==> config.mk <==
export PLATFORM = sky130hd
export DESIGN_NAME = auto_sync_ctrl
export DESIGN_NICKNAME = d
export VERILOG_FILES = /design/src/rtl/auto_sync_ctrl.sv
export SDC_FILE = /design/constraint.sdc
export NUM_CORES = 1
export LEC_CHECK = 0
export CAP_MARGIN = 20
export CORE_ASPECT_RATIO = 1.25
export CORE_MARGIN = 4
export CORE_UTILIZATION = 38
export CTS_BUF_LIST = sky130_fd_sc_hd__clkbuf_16
export CTS_CLUSTER_DIAMETER = 60
export CTS_CLUSTER_SIZE = 10
export DETAILED_ROUTE_END_ITERATION = 10
export PLACE_DENSITY = 0.73
export SKIP_CTS_REPAIR_TIMING = 1
export SYNTH_ARGS = -nofsm -noshare
export SYNTH_HDL_FRONTEND = slang
export SYNTH_SLANG_ARGS = --single-unit
==> constraint.sdc <==
create_clock -name clock_det -period 2.2 [get_ports clock_det]
set_input_delay 0.55 -clock clock_det [delete_from_list [all_inputs] [get_ports clock_det]]
set_output_delay 0.55 -clock clock_det [all_outputs]
set_load 0.02 [all_outputs]
==> src/rtl/auto_sync_ctrl.sv <==
// Auto-sync sequencer: arms sync_timer, sends the primary pulse train, waits for
// the measurement, retries on timeout and reports a saturated delay.
module auto_sync_ctrl #(
    parameter int PULSE_LENGTH = 3,
    parameter int PULSE_WAIT   = 5,
    parameter int PULSE_NUM    = 2,
    parameter int TIME_BITS    = 8,
    parameter int DELAY_BITS   = 12,
    parameter int DELAY_OFFSET = 4,
    parameter int RETRY_MAX    = 2,
    parameter int DONE_TIMEOUT = 255
) (
    input  logic                   clock_det,
    input  logic                   reset_det,
    input  logic                   start,
    input  logic                   prim,
    input  logic                   abort,
    output logic                   as_en,
    output logic                   as_prim,
    input  logic                   as_done,
    input  logic                   as_timeout,
    input  logic [4*TIME_BITS-1:0] sync_time,
    output logic                   sync_out,
    output logic                   busy,
    output logic                   done,
    output logic                   error,
    output logic [1:0]             retries,
    output logic [DELAY_BITS-1:0]  delay_out,
    output logic                   delay_valid
);

    localparam int CNT_W = 16;

    typedef enum logic [2:0] {
        S_IDLE      = 3'd0,
        S_ARM       = 3'd1,
        S_PULSE_HI  = 3'd2,
        S_PULSE_LO  = 3'd3,
        S_WAIT_DONE = 3'd4,
        S_EVAL      = 3'd5,
        S_GAP       = 3'd6,
        S_FINISH    = 3'd7
    } state_t;

    state_t                r_state;
    state_t                w_next;
    logic [CNT_W-1:0]      r_cnt;
    logic [CNT_W-1:0]      r_pulses;
    logic                  r_cap_to;
    logic [TIME_BITS-1:0]  r_cap_t1ps;
    logic                  r_as_en;
    logic                  r_sync_out;
    logic                  r_busy;
    logic                  r_done;
    logic                  r_as_prim;
    logic                  r_error;
    logic [1:0]            r_retries;
    logic [DELAY_BITS-1:0] r_delay_out;
    logic                  r_delay_valid;
    logic                  w_as_en;
    logic                  w_sync_out;
    logic                  w_busy;
    logic                  w_done;
    logic                  w_abort;
    logic                  w_unused;

    // Only t1_ps feeds the delay; the other timer fields are deliberately dropped.
    assign w_unused = ^sync_time[3*TIME_BITS-1:0];
    assign w_abort  = abort && (r_state != S_IDLE);

    function automatic logic [DELAY_BITS-1:0] sat_add(input logic [TIME_BITS-1:0] t);
        logic [DELAY_BITS:0] s;
        s = (DELAY_BITS+1)'(t) + (DELAY_BITS+1)'(DELAY_OFFSET);
        if (s[DELAY_BITS]) begin
            sat_add = {DELAY_BITS{1'b1}};
        end else begin
            sat_add = s[DELAY_BITS-1:0];
        end
    endfunction

    // State register plus registered control outputs decoded from the next state.
    always_ff @(posedge clock_det or posedge reset_det) begin
        if (reset_det) begin
            r_state    <= S_IDLE;
            r_as_en    <= 1'b0;
            r_sync_out <= 1'b0;
            r_busy     <= 1'b0;
            r_done     <= 1'b0;
        end else begin
            r_state    <= w_next;
            r_as_en    <= w_as_en;
            r_sync_out <= w_sync_out;
            r_busy     <= w_busy;
            r_done     <= w_done;
        end
    end

    // Next-state logic; abort overrides every non-idle transition.
    always_comb begin
        w_next = r_state;
        case (r_state)
            S_IDLE: begin
                if (start) w_next = S_ARM;
                else       w_next = S_IDLE;
            end
            S_ARM: begin
                if (r_as_prim) w_next = S_PULSE_HI;
                else           w_next = S_WAIT_DONE;
            end
            S_PULSE_HI: begin
                if (r_cnt == CNT_W'(PULSE_LENGTH-1)) w_next = S_PULSE_LO;
                else                                 w_next = S_PULSE_HI;
            end
            S_PULSE_LO: begin
                if (r_cnt != CNT_W'(PULSE_WAIT-1))         w_next = S_PULSE_LO;
                else if (r_pulses == CNT_W'(PULSE_NUM-1))  w_next = S_WAIT_DONE;
                else                                       w_next = S_PULSE_HI;
            end
            S_WAIT_DONE: begin
                if (as_done || (r_cnt == CNT_W'(DONE_TIMEOUT-1))) w_next = S_EVAL;
                else                                              w_next = S_WAIT_DONE;
            end
            S_EVAL: begin
                if (r_cap_to && (r_retries < 2'(RETRY_MAX))) w_next = S_GAP;
                else                                         w_next = S_FINISH;
            end
            S_GAP: begin
                if (r_cnt == CNT_W'(1)) w_next = S_ARM;
                else                    w_next = S_GAP;
            end
            S_FINISH: w_next = S_IDLE;
            default:  w_next = S_IDLE;
        endcase
        if (w_abort) begin
            w_next = S_IDLE;
        end else begin
            w_next = w_next;
        end
    end

    // Output decode of the upcoming state so outputs line up with the state they belong to.
    always_comb begin
        w_as_en    = 1'b0;
        w_sync_out = 1'b0;
        w_busy     = 1'b0;
        w_done     = 1'b0;
        case (w_next)
            S_IDLE:      w_busy = 1'b0;
            S_ARM:       begin w_as_en = 1'b1; w_busy = 1'b1; end
            S_PULSE_HI:  begin w_as_en = 1'b1; w_busy = 1'b1; w_sync_out = 1'b1; end
            S_PULSE_LO:  begin w_as_en = 1'b1; w_busy = 1'b1; end
            S_WAIT_DONE: begin w_as_en = 1'b1; w_busy = 1'b1; end
            S_EVAL:      w_busy = 1'b1;
            S_GAP:       w_busy = 1'b1;
            S_FINISH:    w_done = 1'b1;
            default:     w_busy = 1'b0;
        endcase
    end

    // Per-state cycle counter and pulse counter.
    always_ff @(posedge clock_det or posedge reset_det) begin
        if (reset_det) begin
            r_cnt    <= {CNT_W{1'b0}};
            r_pulses <= {CNT_W{1'b0}};
        end else begin
            if (w_next != r_state) r_cnt <= {CNT_W{1'b0}};
            else                   r_cnt <= r_cnt + CNT_W'(1);
            if (r_state == S_ARM)
                r_pulses <= {CNT_W{1'b0}};
            else if ((r_state == S_PULSE_LO) && (w_next == S_PULSE_HI))
                r_pulses <= r_pulses + CNT_W'(1);
        end
    end

    // Measurement capture and result registers exposed to the register interface.
    always_ff @(posedge clock_det or posedge reset_det) begin
        if (reset_det) begin
            r_as_prim     <= 1'b0;
            r_cap_to      <= 1'b0;
            r_cap_t1ps    <= {TIME_BITS{1'b0}};
            r_error       <= 1'b0;
            r_retries     <= 2'd0;
            r_delay_out   <= {DELAY_BITS{1'b0}};
            r_delay_valid <= 1'b0;
        end else if ((r_state == S_IDLE) && start) begin
            r_as_prim     <= prim;
            r_retries     <= 2'd0;
            r_error       <= 1'b0;
            r_delay_valid <= 1'b0;
        end else if (w_abort) begin
            r_error       <= 1'b1;
            r_delay_valid <= 1'b0;
        end else if (r_state == S_WAIT_DONE) begin
            if (as_done) begin
                r_cap_to   <= as_timeout;
                r_cap_t1ps <= sync_time[4*TIME_BITS-1:3*TIME_BITS];
            end else if (r_cnt == CNT_W'(DONE_TIMEOUT-1)) begin
                r_cap_to   <= 1'b1;
            end
        end else if (r_state == S_EVAL) begin
            if (!r_cap_to) begin
                r_delay_out   <= sat_add(r_cap_t1ps);
                r_delay_valid <= 1'b1;
                r_error       <= 1'b0;
            end else if (r_retries < 2'(RETRY_MAX)) begin
                r_retries     <= r_retries + 2'd1;
            end else begin
                r_error       <= 1'b1;
                r_delay_valid <= 1'b0;
            end
        end
    end

    assign as_en       = r_as_en;
    assign as_prim     = r_as_prim;
    assign sync_out    = r_sync_out;
    assign busy        = r_busy;
    assign done        = r_done;
    assign error       = r_error;
    assign retries     = r_retries;
    assign delay_out   = r_delay_out;
    assign delay_valid = r_delay_valid;

endmodule

# Word-level counts from Yosys, hierarchy flattened

Index checks and enable logic that the tools add are counted.

Flip-flop bits (word level): 65
Input bits: 39
Output and inout port bits: 21
Word-level logic and storage cells: 105

Add/sub/neg operators: 4
Order comparisons: 1
Eq/ne operators: 24
Mux-type cells: 38
Bitwise logic cells: 4
Reduce and logical (&&, ||, !) cells: 20

Operator list:

| cell                                                  | count |
|---|---|
| two-way mux 16 bit                                    | 3 |
| adder 16 x 1 -> 16 bit (second input constant)        | 2 |
| equality test 16 x 1 -> 1 bit (second input constant) | 2 |
| equality test 3 bit (second input constant)           | 8 |
| case mux 3 bit (8 select lines)                       | 1 |
| two-way mux 1 bit                                     | 22 |
| equality test 16 x 2 -> 1 bit (second input constant) | 1 |
| equality test 16 x 8 -> 1 bit (second input constant) | 1 |
| != test 16 x 3 -> 1 bit (second input constant)       | 1 |
| two-way mux 3 bit                                     | 5 |
| equality test 3 x 2 -> 1 bit (second input constant)  | 4 |
| two-way mux 12 bit                                    | 1 |
| two-way mux 2 bit                                     | 6 |
| AND reduction 5 bit                                   | 2 |
| nonzero test 2 bit                                    | 5 |
| adder 8 x 3 -> 9 bit (second input constant)          | 1 |
| AND reduction 4 bit                                   | 2 |
| equality test 3 x 1 -> 1 bit (second input constant)  | 2 |
| nonzero test 3 bit                                    | 2 |
| OR reduction 6 bit                                    | 1 |
| logical AND 1 bit                                     | 4 |
| != test 4 x 3 -> 1 bit (second input constant)        | 1 |
| inverter 1 bit                                        | 4 |
| OR reduction 4 bit                                    | 1 |
| 9 further kinds                                       | 9 |

# Logic depth before layout (Yosys ltp)

Gate-level depths: netlist of run 1.

Word-level depth: 9
Depth in mapped cells: 10

# Least setup slack after synthesis of run 1

Ideal clock, no wire load.

Kind: register to register
Start point: reg r_state[1]
End point: reg r_pulses[2]
Library setup time: 0.078 ns
Data arrival time: 2.181 ns
Required time: 2.122 ns
Setup slack: -0.059 ns
Stages on the path, launching flop included: 9
Path buffers: 2
Period minus slack after synthesis: 2.259 ns
Path through: dfrtp_1 buf_2 nor4b_1 and4_1 a31o_1 or3_1 buf_2 or4_1 a21oi_1

Longest elaborated chain between the ends: 6

RTL lines:

| what                                                                 | RTL line | RTL |
|---|---|---|
| from (decl)                                                          | 45       | `state_t r_state;` |
| from (signal assigned)                                               | 90       | `r_state <= w_next;` |
| equality test 3 bit, or another cell as far along                    | 101      | `case (r_state)` |
| case mux 3 bit (8 select lines) or logical AND 1 bit (tied branches) | 101, 69  |  |
| two-way mux 3 bit                                                    | 134      | `if (w_abort) begin` |
| equality test 3 x 2 -> 1 bit                                         | 170      | `else if ((r_state == S_PULSE_LO) && (w_next == S_PULSE_HI))` |
| logical AND 1 bit                                                    | 170      |  |
| nonzero test 2 bit (no source line)                                  | n/a      |  |
| to (signal assigned)                                                 | 164      | `r_pulses <= {CNT_W{1'b0}};` |
| to (signal assigned)                                                 | 169      | `r_pulses <= {CNT_W{1'b0}};` |
| to (signal assigned)                                                 | 171      | `r_pulses <= r_pulses + CNT_W'(1);` |
| to (decl)                                                            | 48       | `logic [CNT_W-1:0] r_pulses;` |

Parallel ways exist; a longest one is shown, timed or not.
A chain may end at the register's enable or synchronous reset.

# Worst setup path after layout of run 1

Start point: reg r_cnt[14]
End point: reg r_pulses[14]

Longest elaborated chain between the ends: 8

RTL lines:

| what                                    | RTL line | RTL |
|---|---|---|
| from (decl)                             | 47       | `logic [CNT_W-1:0] r_cnt;` |
| from (signal assigned)                  | 163      | `r_cnt <= {CNT_W{1'b0}};` |
| from (signal assigned)                  | 166      | `if (w_next != r_state) r_cnt <= {CNT_W{1'b0}};` |
| from (signal assigned)                  | 167      | `else r_cnt <= r_cnt + CNT_W'(1);` |
| equality test 16 x 8 -> 1 bit           | 120      | `if (as_done \|\| (r_cnt == CNT_W'(DONE_TIMEOUT-1))) w_next = S_EVAL;` |
| logical OR 1 bit                        | 120      |  |
| two-way mux 1 bit                       | 120      |  |
| case mux 3 bit (8 select lines) (*)     | 101      |  |
| two-way mux 3 bit (*)                   | 134      |  |
| equality test 3 x 2 -> 1 bit (*)        | 170      |  |
| logical AND 1 bit (*)                   | 170      |  |
| nonzero test 2 bit (no source line) (*) | n/a      |  |

Mark *: on every way between the ends. The rest lies on a longest branch, timed or not.

==> impl_metrics.py, run 1 <==
metrics = {
    "logic_synthesis": {
        "ys_async_sr_fraction": 1.000,
        "synth-main-ff-cell": "dfrtp_1",
        "synth_edf_count": 0,
        "ys_types": 49,
        "yosysWarningCount": 0,
        "syn_area_per_cell_um2": 9.883,
        "ys_ff_latch": 62,
        "synth_seq_area_share": 0.4658,
        "synth_cells": 337,
        "synth_area_mm2": 0.003331,
    },
    "global_routing": {
        "grt-ovfl-total": 0,
        "met1_usage": 0.1904,
        "grt-busiest-layer": "met2",
        "grt_pass1_vias": 3183,
        "use_met3": 0.05027,
        "use_met2": 0.3033,
        "grt_pass1_wl_um": 14430,
        "grt_antenna_before_repair": 0,
        "track_usage": 0.1693,
        "grt_max_degree": 63,
    },
    "placement": {
        "dp.cells": 537,
        "gp_congestion": 0.8094,
        "dp_hpwl_um": 5850,
        "io_buffers": 32,
        "placed_cell_area_mm2": 0.004284,
    },
    "critical_path": {
        "r2r_cells": 9,
        "r2r-end": "r_pulses[14]",
        "worstSetupPathType": "reg -> reg",
        "startpoint_type": "flip-flop",
        "worst-path-max-fanout": 13,
        "rr_startpoint": "r_cnt[14]",
        "r2r_slack_ns": -0.22,
        "endpoint_kind": "flip-flop",
        "crit_required_ns": 2.45,
        "endpoint": "r_pulses[14]",
        "cp_data_arrival_time_ns": 2.67,
        "critPathLaunch": "r_cnt[14]",
    },
    "clock_tree": {
        "cts_tree": "yes",
        "clk_pin_slew_ns": 0.06,
        "clockBufferDepth": 2,
        "worstSkewPairLatency_ns": 0.33,
        "cts.sinks": 62,
        "cts_buffers": 9,
        "htree_levels": 3,
        "clockRootBuffer": "clkbuf_16",
    },
    "timing": {
        "final_hold_viol_count": 0,
        "finalSetupViolCount": 35,
        "relSlewSlack": 0.6413,
        "timing.fmax_mhz": 413.7,
        "fin_hold_ws_ns": 0.5062,
        "max_slew.worst_pin.slew_ns": 0.5331,
        "timing.final.ws_setup_ns": -0.2171,
        "fin_crit_ns": 2.417,
        "report.final.slew_viol_count": 0,
        "fin_tns_setup_ns": -5.821,
        "period_share": 1.099,
        "rsz0062_at_grt": "true",
        "finalClockSkew_ns": 0.006818,
    },
    "layout": {
        "multi_input_area_mm2": 0.001804,
        "ff_latch_area_mm2": 0.001551,
        "finalInstanceArea_mm2": 0.004847,
        "nFillCells": 691,
        "diodes": 0,
        "drive_above_1_share": 0.3086,
        "fin_nets": 485,
        "fin_cells": 561,
        "area_growth_pct": 45.53,
    },
    "detailed_routing": {
        "vias": 3119,
        "routedWlPerCell_um": 15.91,
        "vias_per_cell": 5.560,
        "first_iter_violations": 209,
        "drc": 0,
        "drt-total-wl_um": 8926,
        "drtAntennaViolNets": 0,
        "dr.pass1.iters": 4,
    },
    "power": {
        "pwr_density_cell_mw_per_mm2": 1094,
        "ir_worst_vdd_v": 0.0006737,
        "power.leakage_uw": 0.002119,
    },
    "floorplanning": {
        "die_x_um": 91.74,
        "chipHeight_um": 112.7,
        "rows": 37,
        "initial_core_util": 0.3975,
        "core_area_mm2": 0.008379,
        "io_pins": 60,
        "die_area_mm2": 0.01034,
    },
    "worst_hold_path": {
        "hold_depth": 1,
        "hold_path.class": "reg -> reg",
    },
    "run_status": {
        "status": "complete, but fails checks",
        "violations": "negative setup slack",
    },
    "flow_run": {
        "maxCapViolCount": 0,
    },
}
cell families after synthesis:
group,share of synthesized area
compound gates,0.1168
xor+xnor,0.04996
fa+ha+maj,0.02629
buf+inv,0.04320
flops,0.4658
mux,0.04921
other cells,0.001126
simple gates,0.2476
critical path, stage by stage, from the launching register on:
cell and delay [ns]:
dfrtp_1 0.40, nor4_4 0.33, buf_4 0.18, a41oi_2 0.14
nor4_1 0.43, o31a_1 0.26, buf_4 0.16, clkbuf_16 0.16
o31ai_1 0.10, a21oi_2 0.17
cells in the final DEF (no fill, tap or decap), types with 3 or more instances in the layout:
cell | netlist | final
xor2_1 | 13 | 13
inv_1 | 9 | 7
nand2b_1 | 5 | 5
conb_1 | 1 | 3
o21ai_0 | 6 | 6
nor3_1 | 24 | 23
nor2_1 | 15 | 14
and2_1 | 3 | 3
mux2i_1 | 4 | 4
dfrtp_1 | 62 | 62
clkdlybuf4s50_1 | 0 | 31
a21oi_2 | 0 | 5
nand3_1 | 12 | 12
and3_1 | 10 | 10
a21oi_1 | 19 | 14
or4_4 | 0 | 5
xnor2_1 | 6 | 6
buf_4 | 3 | 71
mux2_2 | 11 | 11
buf_12 | 0 | 3
nor4_1 | 8 | 5
nand4_1 | 11 | 11
and4_1 | 5 | 4
or3_4 | 0 | 3
nor4_4 | 2 | 4
nand2_1 | 26 | 26
clkbuf_16 | 0 | 10
o31ai_1 | 12 | 11
bufinv_16 | 0 | 3
or4_1 | 11 | 6
ha_1 | 7 | 5
sequential cells by signal (all words and copies together), names as in the netlist, 2 cells and up:
name,count
r_cnt,16
r_pulses,16
delay_out,9
r_cap_t1ps,8
r_state,3
retries,2
per-layer routing:
layer  wire length (µm)  up-vias
met5                  0        -
met4                169        0
met3                345       16
met2               4913       71
met1               3498     1568
li1                   -     1464
worst min-delay path by stage:
| stage | endpoint | start |
|---|---|---|
| after detailed placement | delay_out[0] | r_cap_t1ps[0] |
| after floorplan | delay_out[2] | r_cap_t1ps[2] |
| after CTS | r_cap_t1ps[0] | r_cap_t1ps[0] |
| after global routing | delay_out[0] | r_cap_t1ps[0] |
| final | delay_out[0] | r_cap_t1ps[0] |
| after global placement | r_cap_t1ps[1] | r_cap_t1ps[1] |
synth_stat cells, types with 2 or more instances:
| cell | number | area share |
|---|---|---|
| buf_4 | 3 | 0.0068 |
| and3_1 | 10 | 0.019 |
| o31a_1 | 2 | 0.0053 |
| inv_1 | 9 | 0.010 |
| and2_1 | 3 | 0.0056 |
| nand3b_1 | 2 | 0.0045 |
| nor2_1 | 15 | 0.017 |
| ha_1 | 7 | 0.026 |
| mux2i_1 | 4 | 0.012 |
| and4_1 | 5 | 0.013 |
| clkbuf_1 | 10 | 0.011 |
| a41o_1 | 2 | 0.0060 |
| or3_1 | 2 | 0.0038 |
| o31ai_1 | 12 | 0.027 |
| nor4_1 | 8 | 0.015 |
| xor2_1 | 13 | 0.034 |
| nor3b_1 | 2 | 0.0045 |
| nor4b_1 | 2 | 0.0053 |
| a31oi_1 | 3 | 0.0056 |
| dfrtp_1 | 62 | 0.47 |
| nand3_1 | 12 | 0.018 |
| nor4_4 | 2 | 0.013 |
| o21ai_0 | 6 | 0.0090 |
| mux2_2 | 11 | 0.037 |
| nor2b_1 | 2 | 0.0038 |
| buf_2 | 7 | 0.011 |
| nand2b_1 | 5 | 0.0094 |
| xnor2_1 | 6 | 0.016 |
| nor3_1 | 24 | 0.036 |
| a21oi_1 | 19 | 0.029 |
| nand2_1 | 26 | 0.029 |
| o21a_1 | 2 | 0.0045 |
| o311ai_1 | 3 | 0.0079 |
| or4_1 | 11 | 0.025 |
| nand4_1 | 11 | 0.021 |
metrics by stage:
stage | setup slack [ns] | utilization | total power (µW)
floorplan | -0.02948 | - | 2631
global placement | -0.4665 | 0.5113 | 3449
detailed placement | -0.5221 | 0.5113 | 3504
CTS | -0.2625 | 0.5528 | 5182
global route | -0.2963 | 0.5785 | 5599
finish | -0.2171 | 0.5785 | 5301
where the power goes:
| part | internal, µW | leakage (µW) | total, µW | switching [µW] |
|---|---|---|---|---|
| Sequential | 1390 | 0.000823 | 1600 | 211 |
| Combinational | 993 | 0.00113 | 2070 | 1070 |
| Clock | 1110 | 0.000162 | 1640 | 528 |
| Total | 3490 | 0.00212 | 5300 | 1810 |
cell type report:
type | count | area share
timing repair buffer | 109 | 0.1988
sequential | 62 | 0.3201
inverter | 9 | 0.006970
clock inverter | 7 | 0.02530
tap | 117 | 0.03020
clock buffer | 9 | 0.04646
multi-input combinational | 248 | 0.3722
No activity file was read; power rests on OpenSTA's default activity.
==> run 2, diff against run 1 <==
--- a/config.mk
+++ b/config.mk
@@ -10,9 +10,10 @@
 export CORE_MARGIN = 4
 export CORE_UTILIZATION = 38
 export CTS_BUF_LIST = sky130_fd_sc_hd__clkbuf_16
-export CTS_CLUSTER_DIAMETER = 60
+export CTS_CLUSTER_DIAMETER = 40
 export CTS_CLUSTER_SIZE = 10
 export DETAILED_ROUTE_END_ITERATION = 10
+export GPL_ROUTABILITY_DRIVEN = 0
 export PLACE_DENSITY = 0.73
 export SKIP_CTS_REPAIR_TIMING = 1
 export SYNTH_ARGS = -nofsm -noshare
==> results of run 2 <==
Same layout as run 1: the final DEF is identical, and so are final timing and power.
==> run 3, diff against run 2 <==
--- a/config.mk
+++ b/config.mk
@@ -8,14 +8,13 @@
 export CAP_MARGIN = 20
 export CORE_ASPECT_RATIO = 1.25
 export CORE_MARGIN = 4
-export CORE_UTILIZATION = 38
+export CORE_UTILIZATION = 48
 export CTS_BUF_LIST = sky130_fd_sc_hd__clkbuf_16
 export CTS_CLUSTER_DIAMETER = 40
 export CTS_CLUSTER_SIZE = 10
 export DETAILED_ROUTE_END_ITERATION = 10
 export GPL_ROUTABILITY_DRIVEN = 0
-export PLACE_DENSITY = 0.73
-export SKIP_CTS_REPAIR_TIMING = 1
+export PLACE_DENSITY = 0.87
 export SYNTH_ARGS = -nofsm -noshare
 export SYNTH_HDL_FRONTEND = slang
 export SYNTH_SLANG_ARGS = --single-unit
==> impl_metrics.py, run 3 (synthesized netlist as in run 1, its figures left out) <==
metrics = {
    "clock_tree": {
        "clk_pin_slew_ns": 0.06,
        "worstSkewPairLatency_ns": 0.33,
        "cts_tree": "yes",
        "clockRootBuffer": "clkbuf_16",
        "cts.sinks": 62,
        "ctsHoldBuffers": 0,
        "htree_levels": 3,
        "cts_buffers": 9,
        "clockBufferDepth": 2,
    },
    "layout": {
        "fin_cells": 525,
        "finalInstanceArea_mm2": 0.004822,
        "diodes": 0,
        "nFillCells": 409,
        "final_util": 0.7254,
        "final_cell_mix": "buf_4 (65), dfrtp_1 (62), clkdlybuf4s50_1 (31)",
        "final_common_cell": "buf_4",
        "drive_above_1_share": 0.3447,
        "multi_input_area_mm2": 0.001929,
        "fin_nets": 479,
        "ff_latch_area_mm2": 0.001551,
        "area_growth_pct": 44.78,
    },
    "detailed_routing": {
        "routedWlPerCell_um": 18.59,
        "drtAntennaViolNets": 0,
        "drc": 0,
        "first_iter_violations": 254,
        "vias_per_cell": 6.017,
        "dr.pass1.iters": 4,
        "vias": 3159,
        "drt-total-wl_um": 9760,
    },
    "critical_path": {
        "cp_slowest_stage_delay_ns": 0.52,
        "crit_required_ns": 2.46,
        "worstSetupPathType": "reg -> reg",
        "worst-path-buf-inv": 1,
        "slowest_stage": "or4_4",
        "endpoint_kind": "flip-flop",
        "startpoint_type": "flip-flop",
        "crit_family": "simple AND/OR/NAND/NOR gates",
        "crit_chain": "nor4_4, and4_4, buf_4, o32ai_4, or3_4, or4_4, a21oi_4",
        "worst-path-max-fanout": 7,
        "cp_data_arrival_time_ns": 2.64,
    },
    "timing": {
        "report.final.slew_viol_count": 0,
        "rsz0062_at_grt": "true",
        "final_hold_viol_count": 0,
        "finalClockSkew_ns": 0.008232,
        "period_share": 1.083,
        "finalSetupViolCount": 31,
        "fin_crit_ns": 2.382,
        "timing.final.ws_setup_ns": -0.1816,
        "timing.fmax_mhz": 419.9,
    },
    "global_routing": {
        "grt_pass1_wl_um": 14790,
        "track_usage": 0.2354,
        "grt_antenna_before_repair": 0,
        "grt-ovfl-total": 0,
        "grt_pass1_vias": 3173,
        "grt_max_degree": 63,
    },
    "floorplanning": {
        "die_x_um": 82.51,
        "rows": 33,
        "core_area_mm2": 0.006648,
        "die_area_mm2": 0.008344,
        "initial_core_util": 0.5010,
        "io_pins": 60,
        "chipHeight_um": 101.1,
    },
    "power": {
        "ir_worst_vdd_v": 0.0009575,
        "power.leakage_uw": 0.002097,
        "pwr_density_cell_mw_per_mm2": 1066,
    },
    "placement": {
        "io_buffers": 32,
        "dp.cells": 500,
        "pre_cts_ws_ns": -0.5176,
        "placed_cell_area_mm2": 0.004194,
        "dp_hpwl_um": 5921,
    },
    "flow_run": {
        "maxCapViolCount": 0,
    },
    "run_status": {
        "violations": "negative setup slack",
        "status": "complete, but fails checks",
    },
    "worst_hold_path": {
        "hold_path.class": "reg -> reg",
    },
}
==> run 3: changes by cell type in the layout (fill, tap and decap cells not counted), sizes merged <==
cell    change
clkinv      -1
buf         -6
bufinv      -3
inv         +4
==> run 3: area by class of cell <==
type,instances,share of cell area
flip-flops and latches,62,0.3217
clock inverters,7,0.01142
clock buffers,9,0.04670
repair buffers,103,0.1905
inverters,9,0.007006
multi-input cells,248,0.4001
well taps,87,0.02257
==> run 3: per-layer routing <==
layer / GRT usage / vias up / wire length, µm
met5: 0 / - / 0
met4: 0.1208 / 0 / 290
met3: 0.05694 / 28 / 492
met2: 0.4117 / 120 / 5445
met1: 0.2605 / 1564 / 3531
li1: - / 1447 / -
==> run 3: final timing paths <==
kind,start,cells past startpoint,to,slack [ns]
worst max-delay path,r_cnt[9],7,r_pulses[13],-0.18
worst min-delay path,r_cap_t1ps[2],1,delay_out[2],0.51
worst max register to register,r_cnt[9],7,r_pulses[13],-0.18
worst min register to register,r_cap_t1ps[2],1,delay_out[2],0.51
max in group asynchronous,reset_det,3,r_cnt[11],1.34
min in group asynchronous,reset_det,3,error,0.61
==> run 3: repair_timing <==
action,4_1_cts,5_1_grt
gates cloned,2,1
pin swaps,4,10
resized for setup,11,45
setup endpoints to repair,35,44
hold endpoints to repair,0,0
setup buffers,1,6
==> run 3: stage by stage <==
| step | power, µW | setup TNS (ns) | hold WS, ns |
|---|---|---|---|
| 3_5_place_dp | 3460 | -15.09 | 0.4985 |
| 6_report | 5141 | -3.335 | 0.5095 |
| 5_1_grt | 5402 | -5.729 | 0.5313 |
| 2_1_floorplan | 2631 | -0.4730 | 0.4635 |
| 3_3_place_gp | 3377 | -12.76 | 0.4884 |
| 4_1_cts | 4878 | -3.510 | 0.5121 |
==> run 3: power by group <==
part           internal, µW  leakage, µW  switching, µW  total, µW
logic                   997      0.00114           1200       2200
clock network           775     0.000133            558       1330
registers              1390     0.000823            224       1610
total                  3160      0.00210           1980       5140
==> run 3: worst reg2reg max path: cells and delay by family (launching register included) <==
family,cells,cell delay (ns)
compound gates,2,0.25
buf+inv,1,0.12
flops,1,0.41
simple gates,4,1.52
